$ cat src/rtl/qtu_pkt_sched.sv
// Front-end scheduler for QTU_FMB: queues neighbour-info packets, filters self-echoes,
// issues one en pulse per packet and services heartbeat table resets with priority.
module qtu_pkt_sched #(
    parameter int WORD_WIDTH  = 16,
    parameter int DEPTH       = 4,
    parameter int HB_WAIT_CYC = 40,
    parameter int TIMEOUT_CYC = 64
) (
    input  logic                  clk,
    input  logic                  nrst,
    input  logic [WORD_WIDTH-1:0] myNodeID,
    input  logic                  pkt_valid,
    output logic                  pkt_ready,
    input  logic [WORD_WIDTH-1:0] pkt_srcID,
    input  logic [WORD_WIDTH-1:0] pkt_srcHops,
    input  logic [WORD_WIDTH-1:0] pkt_qValue,
    input  logic [WORD_WIDTH-1:0] pkt_energy,
    input  logic [WORD_WIDTH-1:0] pkt_hopsFromCH,
    input  logic [WORD_WIDTH-1:0] pkt_chosenCH,
    input  logic                  hb_req,
    output logic                  en,
    output logic                  HB_Reset,
    output logic [WORD_WIDTH-1:0] fSourceID,
    output logic [WORD_WIDTH-1:0] fSourceHops,
    output logic [WORD_WIDTH-1:0] fQValue,
    output logic [WORD_WIDTH-1:0] fEnergyLeft,
    output logic [WORD_WIDTH-1:0] fHopsFromCH,
    output logic [WORD_WIDTH-1:0] fChosenCH,
    input  logic                  QTUFMB_done,
    output logic                  busy,
    output logic                  timeout_err,
    output logic [7:0]            drop_cnt,
    output logic [15:0]           proc_cnt,
    output logic [2:0]            dbgState
);

    localparam int PTR_W   = (DEPTH > 1) ? $clog2(DEPTH) : 1;
    localparam int CNT_MAX = (HB_WAIT_CYC > TIMEOUT_CYC) ? HB_WAIT_CYC : TIMEOUT_CYC;
    localparam int CNT_W   = (CNT_MAX > 2) ? $clog2(CNT_MAX) : 1;

    localparam logic [PTR_W:0]   DEPTH_C   = (PTR_W + 1)'(DEPTH);
    localparam logic [CNT_W-1:0] HB_LOAD   = CNT_W'(HB_WAIT_CYC - 1);
    localparam logic [CNT_W-1:0] TO_LOAD   = CNT_W'(TIMEOUT_CYC - 1);

    typedef struct packed {
        logic [WORD_WIDTH-1:0] srcId;
        logic [WORD_WIDTH-1:0] srcHops;
        logic [WORD_WIDTH-1:0] qValue;
        logic [WORD_WIDTH-1:0] energy;
        logic [WORD_WIDTH-1:0] hopsFromCh;
        logic [WORD_WIDTH-1:0] chosenCh;
    } pktT;

    typedef enum logic [2:0] {
        IDLE      = 3'd0,
        HB_PULSE  = 3'd1,
        HB_WAIT   = 3'd2,
        ISSUE     = 3'd3,
        WAIT_DONE = 3'd4
    } stateT;

    stateT            state;
    stateT            stateNext;
    pktT              mem [DEPTH];
    pktT              fReg;
    logic [PTR_W-1:0] wrPtr;
    logic [PTR_W-1:0] rdPtr;
    logic [PTR_W:0]   count;
    logic [CNT_W-1:0] timer;
    logic             hbPending;

    logic accept;
    logic isEcho;
    logic push;
    logic drop;
    logic pop;
    logic flush;
    logic timerZero;

    // A packet transfers on any rising edge with pkt_valid && pkt_ready; pkt_ready
    // depends only on registered state, never on pkt_valid.
    assign accept    = pkt_valid && pkt_ready;
    assign isEcho    = (pkt_srcID == myNodeID);
    assign push      = accept && !isEcho;
    assign drop      = accept && isEcho;
    assign pop       = (state == IDLE) && !hbPending && (count != '0);
    assign flush     = (state == HB_PULSE);
    assign timerZero = (timer == '0);

    // State register
    always_ff @(posedge clk or negedge nrst) begin
        if (!nrst) begin
            state <= IDLE;
        end else begin
            state <= stateNext;
        end
    end

    // Next-state logic; heartbeats win every IDLE decision
    always_comb begin
        stateNext = state;
        case (state)
            IDLE: begin
                if (hbPending) begin
                    stateNext = HB_PULSE;
                end else if (count != '0) begin
                    stateNext = ISSUE;
                end
            end
            HB_PULSE:  stateNext = HB_WAIT;
            HB_WAIT:   if (timerZero) stateNext = IDLE;
            ISSUE:     stateNext = WAIT_DONE;
            WAIT_DONE: if (QTUFMB_done || timerZero) stateNext = IDLE;
            default:   stateNext = IDLE;
        endcase
    end

    // Output logic
    always_comb begin
        en        = (state == ISSUE);
        HB_Reset  = (state == HB_PULSE);
        busy      = (state != IDLE);
        pkt_ready = (count < DEPTH_C) && (state != HB_PULSE) && (state != HB_WAIT);
        dbgState  = state;
    end

    // Queue pointers; a flush discards anything pushed on the edge that entered HB_PULSE
    always_ff @(posedge clk or negedge nrst) begin
        if (!nrst) begin
            wrPtr <= '0;
            rdPtr <= '0;
            count <= '0;
        end else if (flush) begin
            wrPtr <= '0;
            rdPtr <= '0;
            count <= '0;
        end else begin
            if (push) wrPtr <= wrPtr + PTR_W'(1);
            if (pop)  rdPtr <= rdPtr + PTR_W'(1);
            case ({push, pop})
                2'b10:   count <= count + 1'b1;
                2'b01:   count <= count - 1'b1;
                default: count <= count;
            endcase
        end
    end

    always_ff @(posedge clk) begin
        if (push) begin
            mem[wrPtr] <= '{srcId: pkt_srcID, srcHops: pkt_srcHops, qValue: pkt_qValue,
                            energy: pkt_energy, hopsFromCh: pkt_hopsFromCH,
                            chosenCh: pkt_chosenCH};
        end
    end

    // Shared down-counter for the heartbeat wait and the completion timeout
    always_ff @(posedge clk or negedge nrst) begin
        if (!nrst) begin
            timer <= '0;
        end else begin
            case (state)
                HB_PULSE:  timer <= HB_LOAD;
                ISSUE:     timer <= TO_LOAD;
                HB_WAIT:   if (!timerZero) timer <= timer - 1'b1;
                WAIT_DONE: if (!timerZero) timer <= timer - 1'b1;
                default:   timer <= timer;
            endcase
        end
    end

    always_ff @(posedge clk or negedge nrst) begin
        if (!nrst) begin
            hbPending <= 1'b0;
        end else if (state == HB_PULSE) begin
            hbPending <= hb_req;
        end else begin
            hbPending <= hbPending | hb_req;
        end
    end

    // Field registers hold their last value through completion, flush and timeout
    always_ff @(posedge clk or negedge nrst) begin
        if (!nrst) begin
            fReg <= '0;
        end else if (pop) begin
            fReg <= mem[rdPtr];
        end
    end

    always_ff @(posedge clk or negedge nrst) begin
        if (!nrst) begin
            drop_cnt    <= '0;
            proc_cnt    <= '0;
            timeout_err <= 1'b0;
        end else begin
            if (drop && (drop_cnt != 8'hFF)) drop_cnt <= drop_cnt + 1'b1;
            if ((state == WAIT_DONE) && QTUFMB_done) proc_cnt <= proc_cnt + 1'b1;
            if ((state == WAIT_DONE) && !QTUFMB_done && timerZero) timeout_err <= 1'b1;
        end
    end

    assign fSourceID   = fReg.srcId;
    assign fSourceHops = fReg.srcHops;
    assign fQValue     = fReg.qValue;
    assign fEnergyLeft = fReg.energy;
    assign fHopsFromCH = fReg.hopsFromCh;
    assign fChosenCH   = fReg.chosenCh;

endmodule

$ cat config.mk
export PLATFORM = sky130hd
export DESIGN_NAME = qtu_pkt_sched
export DESIGN_NICKNAME = d
export VERILOG_FILES = /design/src/rtl/qtu_pkt_sched.sv
export SDC_FILE = /design/constraint.sdc
export NUM_CORES = 1
export LEC_CHECK = 0
export CAP_MARGIN = 10
export CORE_MARGIN = 2
export CORE_UTILIZATION = 35
export CTS_CLUSTER_SIZE = 24
export DETAILED_ROUTE_END_ITERATION = 12
export GPL_TIMING_DRIVEN = 0
export HOLD_SLACK_MARGIN = 0.12
export PLACE_DENSITY = 0.64
export SLEW_MARGIN = 20
export SYNTH_ARGS = -nofsm -noshare
export SYNTH_HDL_FRONTEND = slang
export SYNTH_SLANG_ARGS = --single-unit
$ cat constraint.sdc
create_clock -name clk -period 5.4 [get_ports clk]
set_clock_uncertainty 0.15 [all_clocks]
set_input_delay 1.08 -clock clk [delete_from_list [all_inputs] [get_ports clk]]
set_output_delay 1.08 -clock clk [all_outputs]
set_load 0.02 [all_outputs]
# --- Word level (Yosys, flattened, before mapping) ---
# Memory sizes are Yosys's and may differ from the RTL's. A register that Yosys moved wholly into a read port is not among the register bits.
# Cells that the tools add are included.
op_classes:
  n_mux: 16
  eq_ne: 14
  n_bitwise: 1
  n_reduce_logical: 27
  add_sub_neg: 7
  n_lt_le_gt_ge: 1
op_table:
  columns: ["op", "n"]
  rows:
  - ["case mux 6 bit (3 select lines)", 1]
  - ["adder 16 x 1 -> 16 bit, second input constant", 1]
  - ["== test 16 bit", 1]
  - ["2-to-1 mux 3 bit", 5]
  - ["case mux 3 bit (5 select lines)", 1]
  - ["nonzero test 3 bit", 4]
  - ["logical AND 1 bit", 11]
  - ["adder 8 x 1 -> 8 bit, second input constant", 1]
  - ["2-to-1 mux 2 bit", 4]
  - ["inequality test 8 bit, second input constant", 1]
  - ["== test 3 x 2 -> 1 bit, second input constant", 2]
  - ["logical NOT 6 bit", 1]
  - ["2-to-1 mux 6 bit", 1]
  - ["inequality test 2 bit, second input constant", 3]
  - ["inequality test 3 x 2 -> 1 bit, second input constant", 2]
  - ["case mux 3 bit (2 select lines)", 1]
  - ["subtractor 6 x 1 -> 6 bit, second input constant", 1]
  - ["adder 2 x 1 -> 2 bit, second input constant", 2]
  - ["logical NOT 1 bit", 4]
  - ["nonzero test 2 bit", 2]
  - ["adder 3 x 1 -> 3 bit, second input constant", 1]
  - ["== test 3 x 1 -> 1 bit, second input constant", 1]
  - ["== test 3 bit, second input constant", 1]
  - ["logical NOT 3 bit", 1]
  - ["other kinds (11)", 13]
word_totals:
  wordCells: 76
  n_memories: 1
  in_bits: 117
  mem_bits_rw: 384
  out_inout_bits: 128
  ff_bits: 42
memory_table:
  columns: ["name", "words", "word_bits", "rd", "rd_ports_with_merged_regs", "write_ports", "line", "source"]
  rows:
  - ["mem", 4, 96, 1, 1, 1, "64", "pktT mem [DEPTH];"]

# --- Longest topological paths before layout ---
# Gate-level depths: netlist of run 1.
logic_depth:
  depth_word: 8
  ltp_mapped: 12
  depth_no_buf: 8

# --- Worst setup path after synthesis of run 1 ---
# Ideal clock, no wire load.
synth_timing:
  path_type: "input -> register"
  startpoint: "input port pkt_srcID[9]"
  endpoint: "memory mem[1][0] (netlist name), enable pin"
  n_path_buf: 1
  cell_stages: 6
  required_time_ns: 4.784
  arrival_ns: 3.978
  setup_slack_ns: 0.807
  cell_sequence: "xor2_1 nor4_1 nand4_1 nor2b_1 buf_6 and2_1"
synth_via:
  elab_chain_len: 5
synth_lines:
  columns: ["element", "line", "source"]
  rows:
  - ["start: declaration", "14", "input logic [WORD_WIDTH-1:0] pkt_srcID,"]
  - ["== test 16 bit", "83", "assign isEcho = (pkt_srcID == myNodeID);"]
  - ["logical NOT 1 bit", "84", "assign push = accept && !isEcho;"]
  - ["logical AND 1 bit", "84", null]
  - ["2-to-1 mux 1 bit", "149", "if (push) begin"]
  - ["2-to-1 mux 1 bit (implied by the code)", "150", "mem[wrPtr] <= '{srcId: pkt_srcID, srcHops: pkt_srcHops, qValue: pkt_qValue,"]
  - ["end: declaration", "64", null]
# No other way between the ends.

# --- Worst setup path in the final report of run 1 ---
layout_timing:
  startpoint: "input port pkt_srcID[9]"
  endpoint: "memory mem[3][77] (netlist name), enable pin"
# Same word-level chain as after synthesis.

==> metrics, run 1 <==
Rows=87; synthesized net count=between 1000 and 1500; fin cells=between 2000 and 2500; critical path endpoint category=register; number of buffers created by CTS=between 50 and 60; I/O Buffers=244; antenna violations before repair=5; # Post-CTS Setup Buffers=0; top cell type by total area after synthesis=sky130_fd_sc_hd__edfxtp_1; GRT Total Usage=about 15%; core utilization of the finished layout=45.3%; shortest clock period the worst path allows after layout=between 3 and 4 ns; RSZ-0062 raised after global routing=no; starting utilization of the core area=a little over a third; max frequency=0.255 GHz; GPL Wtd Cong=0.728; ys flop type=sky130_fd_sc_hd__edfxtp_1; clk sink count=522; Least-Margin Pin Slew=about 0.77 ns; first-pass GRT wire length=68800 um; worst supply voltage drop on vdd=between 0.2 and 0.3 mV; count of different cell masters after synthesis=53; setup TNS=0 ns; final hold violation count=0; synthesized instance count=1152; final setup fails=0; Pwr per Cell Area=approximately 510 mW/mm^2; Worst Setup Path Type=primary input to register; Slew Viols, Final=0; cell type group with the largest total delay on the critical path=simple AND/OR/NAND/NOR gates; number of gates resized after CTS=0; most frequent cells after synthesis=sky130_fd_sc_hd__edfxtp_1 (384), sky130_fd_sc_hd__nand2_1 (302), sky130_fd_sc_hd__dfrtp_1 (138); Final Routed Wirelength=between 40000 and 50000 um; layout overhead on the synthesized area=28.4%; result of the run=completed; Worst path slowest cell=sky130_fd_sc_hd__nor4_1; ratio of cells with drive above 1 in the final layout=between 15 and 20%; average footprint of a synthesized cell=17.2 um^2; number of nets still failing antenna checks after routing=0; CP arrival=about 4.1 ns; critical path buffer and inverter count=4; WL per Instance=19.8 um; share of the synthesized area in the top cell type=roughly 58%; die width=roughly 240 um; Critical Path, Cell by Cell=clkdlybuf4s50_1 > xor2_1 > nor4_1 > nand4_1 > nor2b_1 > buf_6 > and2_4 > buf_16 > buf_16; DRC Markers=0; Nets=~1600; TritonCTS clock tree=done; number of synthesized register bits=522; number of maximum-capacitance constraint violations=0; detailed router's first-iteration violation count=around 540; end of the worst register-to-register path=count[2]; Die Area=around 0.059 mm^2; most area-consuming cells after synthesis=sky130_fd_sc_hd__edfxtp_1 (58%), sky130_fd_sc_hd__dfrtp_1 (17%), sky130_fd_sc_hd__mux4_2 (11%); clock-pin transition on the worst setup and hold timing paths=about 0.06 ns; die height=around 240 um; Reg2Reg Setup Slack=between 2 and 2.5 ns; final cycle utilization of the critical path=roughly 73%; Max Root-Sink Buffers=3; most frequent cell on the critical path=sky130_fd_sc_hd__buf_16; worst hold path type=primary input to async pin; most used standard cell by instance count after synthesis=sky130_fd_sc_hd__edfxtp_1; final global-route overflow total=0; via density per instance=around 4.7; CP peak stage delay=between 0.6 and 0.7 ns; Critical Path Source Type=primary input; reported leakage power=approximately 9.3 nW; clock root cell=sky130_fd_sc_hd__clkbuf_16; maximum number of pins on one net before global-route repair=85; worst-case hold slack=roughly 0.24 ns; reg-to-reg critical path startpoint=dbgState[2]; highest net fanout along the worst path=43; share of the yosys chip area belonging to registers=between 70% and 80%; CTS HTree Levels=2; synthesized cell area=between 0.015 and 0.02 mm^2; total core area=0.0562 mm^2; Slew headroom=48.6%; total number of vias=10695; CP Data Required Time=between 5 and 6 ns; final HPWL from detailed placement=about 29000 um; placed insts=roughly 2200; worst r2r path cells=12; latest clock arrival within the worst-skew pair=around 0.59 ns; Yosys warning total=0; number of iterations in the first detailed-routing pass=4; via count of the first global-routing pass=between 10000 and 15000; number of flops mapped to enable cells by yosys=approximately 380; # IOs=~250; Post-CTS Hold Buffers=0; async set-reset flop share out of synthesis=about a quarter
## metrics by stage
stage	total power, mW	setup WS [ns]	instance area [um^2]
after floorplan	7.49	0.807	19800
after detailed placement	9.00	0.891	23500
after global placement	8.93	-3.33	23200
after global routing	13.5	1.35	25400
final	12.9	1.48	25400
after CTS	13.1	1.51	25400
## worst reg2reg max path, stage by stage, from the launching register on
cell                      delay, ns
sky130_fd_sc_hd__dfrtp_1       0.34
sky130_fd_sc_hd__buf_2         0.19
sky130_fd_sc_hd__inv_2         0.06
sky130_fd_sc_hd__buf_4         0.17
sky130_fd_sc_hd__nand2_2       0.11
sky130_fd_sc_hd__or3_1         0.14
sky130_fd_sc_hd__buf_2         0.44
sky130_fd_sc_hd__buf_2         0.39
sky130_fd_sc_hd__buf_6         0.21
sky130_fd_sc_hd__nor2_1        0.07
sky130_fd_sc_hd__fa_1          0.41
sky130_fd_sc_hd__or4_1         0.53
sky130_fd_sc_hd__nand3_1       0.08
## final cells by class
| type | instances | area (um^2) |
|---|---|---|
| Fill cell | 4961 | 30700 |
| Sequential cell | 522 | 15000 |
| Multi-Input combinational cell | 568 | 4560 |
| Timing Repair Buffer | 253 | 2700 |
| Clock buffer | 70 | 1530 |
| Tap cell | 756 | 946 |
| Clock inverter | 31 | 434 |
| Buffer | 53 | 246 |
| Inverter | 9 | 33.8 |
| Antenna cell | 1 | 2.50 |
## sequential cells by signal, summed over array words and instances (netlist names), 6 cells and up
| name | cells |
|---|---|
| drop_cnt | 8 |
| fChosenCH | 16 |
| fEnergyLeft | 16 |
| fHopsFromCH | 16 |
| fQValue | 16 |
| fSourceHops | 16 |
| fSourceID | 16 |
| mem | 384 |
| proc_cnt | 16 |
| timer | 6 |
## metal layers
metal	track usage (%)	wire [um]	vias up
li1	-	-	4905
met1	20.2	19500	5490
met2	25.7	22000	240
met3	3.86	2440	52
met4	3.59	696	8
met5	0	56	-
## kinds of logic (layout without fill, tap and decap cells)
kind of cell    count (synthesis)  count (layout)  share of synthesized area, %
other cells                     0               1                             0
buf+inv                        62             416                          1.41
compound gates                 32              32                          1.19
flops                         522             522                          75.6
xor+xnor                       44              44                          1.98
simple gates                  382             382                          8.02
fa+ha+maj                       8               8                         0.543
mux                           102             102                          11.2
## how the worst max path moves through the flow
stage / startpoint / end / depth (start not counted)
CTS: pkt_srcID[14] / mem[3][77] / 9
global route: pkt_srcID[2] / mem[3][76] / 9
floorplan: pkt_srcID[9] / mem[1][0] / 6
detailed placement: pkt_srcID[9] / mem[3][76] / 9
finish: pkt_srcID[9] / mem[3][77] / 9
global placement: nrst / fQValue[12] / 1
## cells in the final DEF, fill, tap and decap left out, drive strengths merged, types with 15 or more instances in the layout
cell	netlist	layout
dfrtp	138	138
clkbuf	24	94
nor2	22	22
xor2	25	25
xnor2	19	19
mux4	96	96
buf	29	39
nand2	303	303
clkinv	0	15
edfxtp	384	384
clkdlybuf4s50	0	243
## report_power, final
part / internal (mW) / switching (mW)
Combinational: 1.50 / 1.82
Clock: 2.48 / 1.56
Sequential: 5.20 / 0.331
(Power assumes the default switching activity.)
==> run 2, diff against run 1 <==
==> constraint.sdc (replaced) <==
create_clock -name clk -period 3.7 [get_ports clk]
set_clock_uncertainty 0.15 [all_clocks]
set_input_delay 0.74 -clock clk [delete_from_list [all_inputs] [get_ports clk]]
set_output_delay 0.74 -clock clk [all_outputs]
set_load 0.02 [all_outputs]
==> metrics, run 2 (synthesized netlist as in run 1, its figures left out) <==
shortest clock period the worst path allows after layout=~3.5 ns; number of buffers created by CTS=57 (+3.6%); total core area=0.0562 mm^2 (unchanged); WL per Instance=19.7 um (-0.30%); DRC Markers=0 (unchanged); via count of the first global-routing pass=11486 (+0.24%); latest clock arrival within the worst-skew pair=0.61 ns (+0.02 ns); Pwr per Cell Area=732 mW/mm^2 (+44%); worst supply voltage drop on vdd=0.468 mV (+75%); clock-pin transition on the worst setup and hold timing paths=0.06 ns (about the same); commonest cells after routing, fill and taps aside=sky130_fd_sc_hd__edfxtp_1 (384), sky130_fd_sc_hd__nand2_1 (302), sky130_fd_sc_hd__clkdlybuf4s50_1 (243), sky130_fd_sc_hd__dfrtp_1 (138), sky130_fd_sc_hd__mux4_2 (96); starting utilization of the core area=35.3% (unchanged); number of iterations in the first detailed-routing pass=5 (+1); hold-critical path depth=2; I/O Buffers=244 (unchanged); die width=242 um (unchanged); placed insts=2161 (unchanged); final cycle utilization of the critical path=between 90 and 100%; Die Area=0.0585 mm^2 (unchanged); detailed router's first-iteration violation count=694 (+29%); pre-CTS setup slack=-0.588 ns (-1.48 ns); hold path startpoint=timeout_err; worst hold path type=register to register; Slew Viols, Final=0 (unchanged); reported leakage power=9.23 nW (-0.52%); via density per instance=4.74 (+0.39%); Worst Setup Path Type=primary input to register; final HPWL from detailed placement=28700 um (-0.28%); final global-route overflow total=0 (unchanged); number of nets still failing antenna checks after routing=0 (unchanged); Final Routed Wirelength=44700 um (about the same); commonest non-fill, non-tap cell in the layout=sky130_fd_sc_hd__edfxtp_1; Critical Path Source Type=primary input; Reg2Reg Setup Slack=0.37 ns (-1.69 ns); worst hold endpoint=timeout_err; CTS HTree Levels=2 (unchanged); max frequency=0.288 GHz; reg-to-reg critical path startpoint=dbgState[2]; register with the highest flop count=mem; result of the run=completed; placed cell areas=0.0234 mm^2 (-0.10%); critical path endpoint category=register; Max Root-Sink Buffers=3 (unchanged); final setup fails=0 (unchanged); total number of vias=10765 (+0.65%); worst-case hold slack=0.314 ns (+0.0715 ns); CP arrival=3.60 ns (-0.48 ns); maximum number of pins on one net before global-route repair=88 (+3.5%); cell area after layout=0.0254 mm^2 (-0.31%); Nets=1590 (+0.19%); worst r2r path cells=12 (unchanged); GPL Wtd Cong=0.724 (-0.63%); fin cells=2269 (+0.27%); max reg flops=384 (unchanged); end of the worst register-to-register path=count[2]; TritonCTS clock tree=done; Slew headroom=50.8% (+2.2 points); number of maximum-capacitance constraint violations=0 (unchanged); Least-Margin Pin Slew=0.738 ns (-0.0332 ns); worst setup slack after layout=0.226 ns (-1.26 ns); # IOs=245 (unchanged); core utilization of the finished layout=45.1% (-0.14 points); antenna violations before repair=2 (-3); layout overhead on the synthesized area=28.0%; CP Data Required Time=3.82 ns (-1.74 ns); GRT Total Usage=15.3% (-0.085 points); first-pass GRT wire length=67900 um (-1.2%); RSZ-0062 raised after global routing=no; Rows=87 (unchanged); die height=242 um (unchanged); highest net fanout along the worst path=38 (-12%); ratio of cells with drive above 1 in the final layout=15.5% (-0.19 points); final hold violation count=0 (unchanged); clk sink count=522 (unchanged); # Post-CTS Setup Buffers=0 (unchanged); clock root cell=sky130_fd_sc_hd__clkbuf_16
## run 2: layout make-up
class	instances	area [um^2]
Sequential cell	522	15000
Clock buffer	76	1590
Tap cell	756	946
Buffer	53	246
Clock inverter	30	298
Antenna cell	1	2.50
Multi-Input combinational cell	568	4580
Timing Repair Buffer	254	2680
Inverter	9	33.8
Fill cell	5015	30800
## run 2: stage by stage
stage	power, mW	setup TNS [ns]
3_3_place_gp	13.0	-1420.87
6_report	18.6	0
5_1_grt	19.5	0
3_5_place_dp	13.1	-186.82
4_1_cts	18.8	0
2_1_floorplan	10.9	0
## run 2: power by group
group / total, mW / switching (mW) / internal [mW]
sequential: 8.06 / 0.472 / 7.58
combinational: 4.87 / 2.70 / 2.17
clock: 5.63 / 2.32 / 3.31
total: 18.6 / 5.49 / 13.1
## run 2: worst max path at each step
| stage | slack, ns | startpoint | cells after the start | to |
|---|---|---|---|---|
| 5_1_grt | 0.06 | dbgState[0] | 5 | HB_Reset |
| 3_3_place_gp | -4.68 | nrst | 1 | fQValue[6] |
| 4_1_cts | 0.03 | pkt_srcID[15] | 9 | count[1] |
| 3_5_place_dp | -0.59 | pkt_srcID[15] | 9 | count[1] |
| 6_report | 0.23 | pkt_srcID[15] | 8 | mem[3][8] |
| 2_1_floorplan | 0.35 | dbgState[0] | 7 | mem[0][0] |
## run 2: what timing repair did
item | CTS | global route
resized for setup | 0 | 2
hold buffers | 1 | 0
endpoints found under the hold margin | 51 | 0
setup endpoints to repair | 0 | 146
## run 2: worst max-delay path: stages
cell                              delay (ns)
sky130_fd_sc_hd__clkdlybuf4s50_1        0.65
sky130_fd_sc_hd__xor2_1                 0.58
sky130_fd_sc_hd__nor4_2                 0.17
sky130_fd_sc_hd__nand4_1                0.21
sky130_fd_sc_hd__nor2b_1                0.20
sky130_fd_sc_hd__buf_6                  0.17
sky130_fd_sc_hd__and2_4                 0.51
sky130_fd_sc_hd__buf_16                 0.30
## run 2: metal layers
layer	vias up	global-route usage (%)	part of all wire [%]
met5	-	0	0.031
met4	2	4.25	1.8
met3	68	3.20	5.2
met2	276	25.5	49
met1	5505	20.3	44
li1	4914	-	-
